## src/rtl/mult_pkg.sv

```systemverilog
// rtl/mult_pkg.sv - shared op codes, FSM states and signedness helpers for mult_seq_rv
package mult_pkg;

  typedef enum logic [1:0] {
    OP_MUL    = 2'b00,
    OP_MULH   = 2'b01,
    OP_MULHSU = 2'b10,
    OP_MULHU  = 2'b11
  } MUL_OP_T;

  typedef enum logic [1:0] {
    IDLE = 2'b00,
    CALC = 2'b01,
    DONE = 2'b10
  } MULT_STATE_T;

  function automatic logic is_signed_a(MUL_OP_T op);
    return op != OP_MULHU;
  endfunction

  function automatic logic is_signed_b(MUL_OP_T op);
    return (op == OP_MUL) || (op == OP_MULH);
  endfunction

endpackage

```

## src/rtl/mult_seq_rv_if.sv

```systemverilog
// rtl/mult_seq_rv_if.sv - request/response bundle between the execute stage and mult_seq_rv
interface mult_seq_rv_if
  import mult_pkg::*;
#(
  parameter int N = 32
);
  logic           start;
  logic           abort;
  MUL_OP_T        op;
  logic [N-1:0]   a;
  logic [N-1:0]   b;
  logic           busy;
  logic           done;
  logic [N-1:0]   result;
  logic [2*N-1:0] product;

  modport master (
    output start, abort, op, a, b,
    input  busy, done, result, product
  );

  modport slave (
    input  start, abort, op, a, b,
    output busy, done, result, product
  );
endinterface

```

## src/rtl/mult_digit_step.sv

```systemverilog
// rtl/mult_digit_step.sv - one radix-2^DIG step: |a| * digit shifted into the 2N-bit accumulator
module mult_digit_step #(
  parameter int N   = 32,
  parameter int DIG = 4,
  parameter int IW  = 4
) (
  input  logic [2*N-1:0] acc_in,
  input  logic [N-1:0]   a_mag,
  input  logic [DIG-1:0] digit,
  input  logic [IW-1:0]  iter,
  output logic [2*N-1:0] acc_out
);
  localparam int SW = $clog2(2 * N);

  logic [N+DIG-1:0] pp;
  logic [2*N-1:0]   pp_ext;
  logic [SW-1:0]    shamt;

  assign pp      = {{DIG{1'b0}}, a_mag} * {{N{1'b0}}, digit};
  assign pp_ext  = {{(N - DIG){1'b0}}, pp};
  assign shamt   = SW'(iter) * SW'(DIG);
  assign acc_out = acc_in + (pp_ext << shamt);
endmodule

```

## src/rtl/mult_seq_rv.sv

```systemverilog
// rtl/mult_seq_rv.sv - iterative N x N RV32M multiplier retiring DIG multiplier bits per cycle
module mult_seq_rv
  import mult_pkg::*;
#(
  parameter int N          = 32,
  parameter int DIG        = 4,
  parameter int EARLY_TERM = 1
) (
  input logic          clk_in,
  input logic          reset_in,
  mult_seq_rv_if.slave bus
);
  localparam int ITERS = N / DIG;
  localparam int IW    = $clog2(ITERS + 1);

  MULT_STATE_T    state;
  MUL_OP_T        op_q;
  logic [N-1:0]   a_mag;
  logic [N-1:0]   mb;
  logic           neg;
  logic [2*N-1:0] acc;
  logic [IW-1:0]  iter;
  logic           busy_q;
  logic           done_q;
  logic [N-1:0]   result_q;
  logic [2*N-1:0] product_q;

  logic           sgn_a;
  logic           sgn_b;
  logic [N-1:0]   a_abs;
  logic [N-1:0]   b_abs;
  logic [N-1:0]   mb_nxt;
  logic [2*N-1:0] acc_nxt;
  logic [2*N-1:0] prod_fin;
  logic           last_step;

  mult_digit_step #(
    .N   (N),
    .DIG (DIG),
    .IW  (IW)
  ) u_step (
    .acc_in  (acc),
    .a_mag   (a_mag),
    .digit   (mb[DIG-1:0]),
    .iter    (iter),
    .acc_out (acc_nxt)
  );

  // Negating -2^(N-1) in N bits leaves the same bit pattern, which read unsigned is 2^(N-1).
  always_comb begin
    sgn_a     = is_signed_a(bus.op) & bus.a[N-1];
    sgn_b     = is_signed_b(bus.op) & bus.b[N-1];
    a_abs     = sgn_a ? -bus.a : bus.a;
    b_abs     = sgn_b ? -bus.b : bus.b;
    mb_nxt    = mb >> DIG;
    last_step = ((EARLY_TERM != 0) && (mb_nxt == '0)) || (iter == IW'(ITERS - 1));
    prod_fin  = neg ? -acc_nxt : acc_nxt;
  end

  always_ff @(posedge clk_in) begin
    if (reset_in) begin
      state     <= IDLE;
      op_q      <= OP_MUL;
      a_mag     <= '0;
      mb        <= '0;
      neg       <= 1'b0;
      acc       <= '0;
      iter      <= '0;
      busy_q    <= 1'b0;
      done_q    <= 1'b0;
      result_q  <= '0;
      product_q <= '0;
    end else begin
      case (state)
        IDLE: begin
          done_q <= 1'b0;
          if (bus.start && !bus.abort) begin
            op_q   <= bus.op;
            a_mag  <= a_abs;
            mb     <= b_abs;
            neg    <= sgn_a ^ sgn_b;
            acc    <= '0;
            iter   <= '0;
            busy_q <= 1'b1;
            if ((a_abs == '0) || (b_abs == '0)) begin
              state     <= DONE;
              done_q    <= 1'b1;
              product_q <= '0;
              result_q  <= '0;
            end else begin
              state <= CALC;
            end
          end
        end
        CALC: begin
          if (bus.abort) begin
            state  <= IDLE;
            busy_q <= 1'b0;
          end else begin
            acc  <= acc_nxt;
            mb   <= mb_nxt;
            iter <= iter + IW'(1);
            if (last_step) begin
              state     <= DONE;
              done_q    <= 1'b1;
              product_q <= prod_fin;
              result_q  <= (op_q == OP_MUL) ? prod_fin[N-1:0] : prod_fin[2*N-1:N];
            end
          end
        end
        DONE: begin
          state  <= IDLE;
          busy_q <= 1'b0;
          done_q <= 1'b0;
        end
        default: begin
          state  <= IDLE;
          busy_q <= 1'b0;
          done_q <= 1'b0;
        end
      endcase
    end
  end

  assign bus.busy    = busy_q;
  assign bus.done    = done_q;
  assign bus.result  = result_q;
  assign bus.product = product_q;
endmodule

```

## src/flat_wrapper.sv

```systemverilog
// flat-port wrapper written by rule: the top's interface ports become plain ports
module mult_seq_rv_flat import mult_pkg::*;
#(
  parameter int N          = 32,
  parameter int DIG        = 4,
  parameter int EARLY_TERM = 1
)
  (clk_in, reset_in, bus_start, bus_abort, bus_op, bus_a, bus_b, bus_busy, bus_done, bus_result, bus_product);
  mult_seq_rv_if #(.N(N)) bus_i ();
  input logic clk_in;
  input logic reset_in;
  input wire logic [$bits(bus_i.start)-1:0] bus_start;
  input wire logic [$bits(bus_i.abort)-1:0] bus_abort;
  input wire logic [$bits(bus_i.op)-1:0] bus_op;
  input wire logic [$bits(bus_i.a)-1:0] bus_a;
  input wire logic [$bits(bus_i.b)-1:0] bus_b;
  output wire logic [$bits(bus_i.busy)-1:0] bus_busy;
  output wire logic [$bits(bus_i.done)-1:0] bus_done;
  output wire logic [$bits(bus_i.result)-1:0] bus_result;
  output wire logic [$bits(bus_i.product)-1:0] bus_product;
  assign bus_i.start = bus_start;
  assign bus_i.abort = bus_abort;
  assign bus_i.op = bus_op;
  assign bus_i.a = bus_a;
  assign bus_i.b = bus_b;
  assign bus_busy = bus_i.busy;
  assign bus_done = bus_i.done;
  assign bus_result = bus_i.result;
  assign bus_product = bus_i.product;
  mult_seq_rv #(.N(N), .DIG(DIG), .EARLY_TERM(EARLY_TERM)) u_core (.clk_in(clk_in), .reset_in(reset_in), .bus(bus_i));
endmodule
```

## config.mk

```make
export PLATFORM = sky130hd
export DESIGN_NAME = mult_seq_rv_flat
export DESIGN_NICKNAME = d
export VERILOG_FILES = /design/src/rtl/mult_pkg.sv /design/src/rtl/mult_seq_rv_if.sv /design/src/rtl/mult_digit_step.sv /design/src/rtl/mult_seq_rv.sv /design/src/flat_wrapper.sv
export SDC_FILE = /design/constraint.sdc
export NUM_CORES = 1
export LEC_CHECK = 0
export BUFFER_PORTS_ARGS = -buffer_cell sky130_fd_sc_hd__buf_2
export CORE_MARGIN = 1
export CORE_UTILIZATION = 35
export CTS_CLUSTER_SIZE = 25
export DETAILED_ROUTE_END_ITERATION = 8
export PLACE_DENSITY_LB_ADDON = 0.2
export REMOVE_ABC_BUFFERS = 1
export SLEW_MARGIN = 20
export SYNTH_ARGS = -nofsm -noshare
export SYNTH_HDL_FRONTEND = slang
export SYNTH_SLANG_ARGS = --single-unit
```

## constraint.sdc

```tcl
create_clock -name clk_in -period 8.3 [get_ports clk_in]
set_input_delay 1.245 -clock clk_in [delete_from_list [all_inputs] [get_ports clk_in]]
set_output_delay 1.245 -clock clk_in [all_outputs]
set_load 0.05 [all_outputs]
```

==> results.txt <==
The number of enable flip-flop cells after synthesis came out at 0. Detailed placement ended at an HPWL of 70,700 um. The first-pass GRT wire length came out at 140,000 um. By area the synthesized netlist is led by sky130_fd_sc_hd__dfxtp_1 (21%), sky130_fd_sc_hd__nor2_1 (6.3%), sky130_fd_sc_hd__ha_1 (6.1%).

For this design the top-level I/O count stands at 168. Of all cell types, the one taking the most synthesized area is sky130_fd_sc_hd__dfxtp_1. For the buffer levels on the longest clock path, the log shows 3.

The tightest hold path in the finished design has a slack of 448 ps. The hold-critical path endpoint is u_core.bus.result[23]. The first detailed-routing pass took 6 iterations. Relative to the synthesized area, the layout overhead comes to 43.1%.

Share of cells above drive strength 1: 0.344. The die covers 64,900 um^2. The run gives 1 as the H-tree level count.

In this run the remaining antenna-violating nets after routing total 0. Synthesized cell area: 22,400 um^2. The checks that failed: negative setup slack. The share of the core filled with cells was 0.508. After floorplanning, the core was divided into 92 placement rows. Distinct cell type count after synthesis: 106. The logs give 91,600 um for the total detailed-routing wirelength and 0.170 mV for the worst vdd rail ir drop.

TritonCTS built the clock tree. In this run the critical register-to-register path is captured at u_core.bus.product[57]. In this run the cell area measured after placement is 28,400 um^2. The run gives 0 as the max-slew violation count. In this run the register-to-register setup slack is -360 ps. Setup repair after global routing could not meet its margin everywhere.

The congestion estimate from routability-driven global placement came to 0.999. Share of the cycle needed by the critical path after routing: 1.04. Grouping stages by cell kind, the critical path spends the most delay in simple AND/OR/NAND/NOR gates.

The data required time at the worst endpoint was 8810 ps. The tools report the normalized max-slew margin as 0.213. The tools report the launch point of the worst path as u_core.mb[3]. The worst setup path is launched from a register. Setup violations remaining at the end of the flow were counted as 29.

The tools report the aggregate global-route resource usage as 0.274. The worst endpoint data arrival time is 9170 ps, and the insertion delay of the later-clocked pin in the worst-skew pair is 640 ps. The number of buffer and inverter instances along the worst setup path was 9; the sum of overflow across all layers after global routing was 0.

The core area is 63,100 um^2. The wire length per cell was 19.8 um; the register area share after synthesis was 0.210. The standby leakage power is 14.4 nW. The highest net fanout along the worst path was 7; the total clock buffers created by CTS was 30. Max-cap violations in this run came to 0. By instance count, the cell type seen most on the critical path is sky130_fd_sc_hd__buf_4. Slowest cell on the critical path: sky130_fd_sc_hd__or4_4. The root cell of the clock tree is sky130_fd_sc_hd__clkbuf_16.

The largest net degree at the start of global routing was 96. The detailed router finished its first iteration with 1,705 violations. Critical setup path kind: reg2reg. The fraction of registers with async set/reset was 0. Post-route standard cell area excluding fillers: 32,000 um^2. Initial antenna violation count: 1. In this run the critical register-to-register path is launched from u_core.mb[3]. For the total count of hold-check failures in the final report, the log shows 0. The kind of end point of the critical path was a register. The worst reg2reg path depth is 38, and the post-CTS clock slew at the launch and capture registers of the worst setup and hold paths is 60 ps. The maximum single-stage delay on the critical path is 550 ps, and the highest clock frequency the design can meet is 0.115 GHz. Fraction of post-synthesis cell area in the top cell type by area: 0.210. The setup slack after layout is -365 ps.

The cell count of the worst hold path came out at 1. In this run the horizontal extent of the chip is 255 um. The clock period minus worst slack was 8660 ps.

The run gives 0 as the synthesis warning total. The total number of vias was 25,400. The net total in the final layout was 3,991; the count of input and output buffers was 167. The die height was 255 um; the average footprint of a synthesized cell was 7.36 um^2. The number of antenna diodes in the final layout is 0. The flow ran to the end, but the final reports show violations.

Dividing total power by cell area gives a power density of 114 nW/um^2. The register bit total from synthesis is 235. For the pin with the worst max-slew slack, the measured transition is 1180 ps. The vias per cell was 5.49. The starting density of the core was 0.355.

Counting every instance in the synthesized netlist gives 3,039. For this run, design rule violations remaining after detail routing come to 0. The worst hold path belongs to the class reg2reg. The startpoint of the worst hold path was u_core.bus.result[23]. For this design, the sink count on the clock tree is 235. The via count of the first global-routing pass came out at 24,400. The most used flip-flop cell after synthesis is sky130_fd_sc_hd__dfxtp_1. For the worst-case clock skew, the log shows 29.8 ps.
[layer usage]
metal | track usage | part of all wire | routed length (um)
met1 | 0.371 | 0.46 | 42200
met2 | 0.445 | 0.45 | 41400
met3 | 0.0319 | 0.048 | 4370
met4 | 0.100 | 0.040 | 3630
met5 | 0 | 0.00011 | 10
[worst register-to-register path, delay by kind of cell (launching register included)]
kind,cells,cell delay [ps]
xor gates and xnor gates,2,300
and+or+nand+nor,9,2910
buffers and inverters,9,1150
AOI/OAI and AO/OA,12,1840
adders and majority gates,4,1550
DFF,1,390
muxes,2,410
[layout make-up]
class	instances	area [um^2]
Tap cell	846	1060
Multi-Input combinational cell	2449	18300
Inverter	164	616
Timing Repair Buffer	871	6320
Sequential cell	235	4720
Clock inverter	17	226
Clock buffer	38	811
Fill cell	6201	31100
[power breakdown]
group | switching [W] | internal (W) | leakage, nW
registers | 0.0000294 | 0.00115 | 1.91
clock network | 0.000579 | 0.000817 | 0.506
logic | 0.000608 | 0.000477 | 11.9
[repair_timing]
item	4_1_cts	5_1_grt
pin swaps	101	90
hold buffers	0	0
gates resized for setup	249	183
setup buffers	46	25
endpoints found under the setup margin	74	74
cloned	3	0
[synthesized netlist by cell type (10+ instances only)]
cell type and n:
sky130_fd_sc_hd__nor2_1 374, sky130_fd_sc_hd__nand2_1 273, sky130_fd_sc_hd__a21oi_1 236, sky130_fd_sc_hd__dfxtp_1 235, sky130_fd_sc_hd__clkbuf_1 172, sky130_fd_sc_hd__o21ai_0 164
sky130_fd_sc_hd__inv_1 162, sky130_fd_sc_hd__xnor2_1 126, sky130_fd_sc_hd__and2_1 113, sky130_fd_sc_hd__ha_1 109, sky130_fd_sc_hd__nand3_1 78, sky130_fd_sc_hd__a211oi_1 70
sky130_fd_sc_hd__a22oi_1 69, sky130_fd_sc_hd__nor3_1 69, sky130_fd_sc_hd__xor2_1 65, sky130_fd_sc_hd__fa_1 61, sky130_fd_sc_hd__a21o_1 49, sky130_fd_sc_hd__nand4_1 46
sky130_fd_sc_hd__mux2i_1 44, sky130_fd_sc_hd__a31oi_1 34, sky130_fd_sc_hd__o31ai_1 31, sky130_fd_sc_hd__o2bb2ai_1 29, sky130_fd_sc_hd__or3_1 28, sky130_fd_sc_hd__nand2b_1 21
sky130_fd_sc_hd__nor4_1 19, sky130_fd_sc_hd__and3_1 17, sky130_fd_sc_hd__o211ai_1 17, sky130_fd_sc_hd__mux2_2 16, sky130_fd_sc_hd__o21a_1 16, sky130_fd_sc_hd__or4_1 16
sky130_fd_sc_hd__nor2b_1 15, sky130_fd_sc_hd__or2_2 15, sky130_fd_sc_hd__a22o_1 14, sky130_fd_sc_hd__o21bai_1 12, sky130_fd_sc_hd__o22ai_1 12, sky130_fd_sc_hd__o21ai_1 10
[cells by family after synthesis]
group           count (synthesis)  share of synthesized area
mux                            60                     0.0277
buf+inv                       355                     0.0606
simple gates                 1134                      0.244
flops                         235                      0.210
fa+ha+maj                     170                      0.116
compound gates                894                      0.267
xor+xnor                      191                     0.0748
[state kept, by name, summed over array words and instances (netlist names)]
name	count
u_core.a_mag	32
u_core.bus.done	1
u_core.bus.result	32
u_core.mb	32
u_core.iter	4
u_core.bus.product	64
u_core.neg	1
u_core.bus.busy	1
u_core.state	2
u_core.acc	64
u_core.op_q	2
[through the flow]
stage	TNS, ps	setup WS, ps	cells	total power (W)
6_report	-4600	-365	4620	0.00366
5_1_grt	-20450	-675	4620	0.00382
4_1_cts	-4600	-290	4595	0.00362
3_5_place_dp	-60260	-1210	4491	0.00213
3_3_place_gp	-52820	-1100	4491	0.00212
2_1_floorplan	-12520	-790	2848	0.00166
[worst max path at each step]
stage	to	slack, ps	cells after the start
after global routing	u_core.bus.product[57]	-680	37
after floorplan	u_core.bus.result[25]	-790	33
after global placement	u_core.bus.result[25]	-1100	37
after CTS	u_core.bus.result[25]	-290	36
final	u_core.bus.product[57]	-360	38
after detailed placement	u_core.bus.result[25]	-1210	37
[cell usage in the layout, fill, tap and decap left out, types with 14 or more instances in the layout]
cell type,instances
sky130_fd_sc_hd__nand2b_1,19
sky130_fd_sc_hd__o21ai_2,23
sky130_fd_sc_hd__o21ai_1,31
sky130_fd_sc_hd__a31oi_1,30
sky130_fd_sc_hd__xnor2_2,25
sky130_fd_sc_hd__o2bb2ai_1,29
sky130_fd_sc_hd__clkbuf_16,30
sky130_fd_sc_hd__a211oi_1,60
sky130_fd_sc_hd__a21oi_1,184
sky130_fd_sc_hd__mux2i_1,38
sky130_fd_sc_hd__and3_1,14
sky130_fd_sc_hd__xor2_1,56
sky130_fd_sc_hd__ha_4,26
sky130_fd_sc_hd__buf_2,166
sky130_fd_sc_hd__a22oi_1,66
sky130_fd_sc_hd__ha_1,77
sky130_fd_sc_hd__and2_1,97
sky130_fd_sc_hd__nand3_1,74
sky130_fd_sc_hd__nand4_1,46
sky130_fd_sc_hd__nand2_1,265
sky130_fd_sc_hd__inv_1,151
sky130_fd_sc_hd__and2_4,15
sky130_fd_sc_hd__nor2_1,359
sky130_fd_sc_hd__fa_1,60
sky130_fd_sc_hd__a21o_1,49
sky130_fd_sc_hd__o21a_1,16
sky130_fd_sc_hd__o211ai_1,17
sky130_fd_sc_hd__buf_4,680
sky130_fd_sc_hd__a21oi_2,54
sky130_fd_sc_hd__nor4_1,17
sky130_fd_sc_hd__xnor2_1,100
sky130_fd_sc_hd__or4_1,15
sky130_fd_sc_hd__buf_6,16
sky130_fd_sc_hd__o31ai_1,15
sky130_fd_sc_hd__dfxtp_1,230
sky130_fd_sc_hd__nor3_1,59
sky130_fd_sc_hd__o21ai_0,111
sky130_fd_sc_hd__a22o_1,14
sky130_fd_sc_hd__or3_1,24
(Power assumes the default switching activity.)
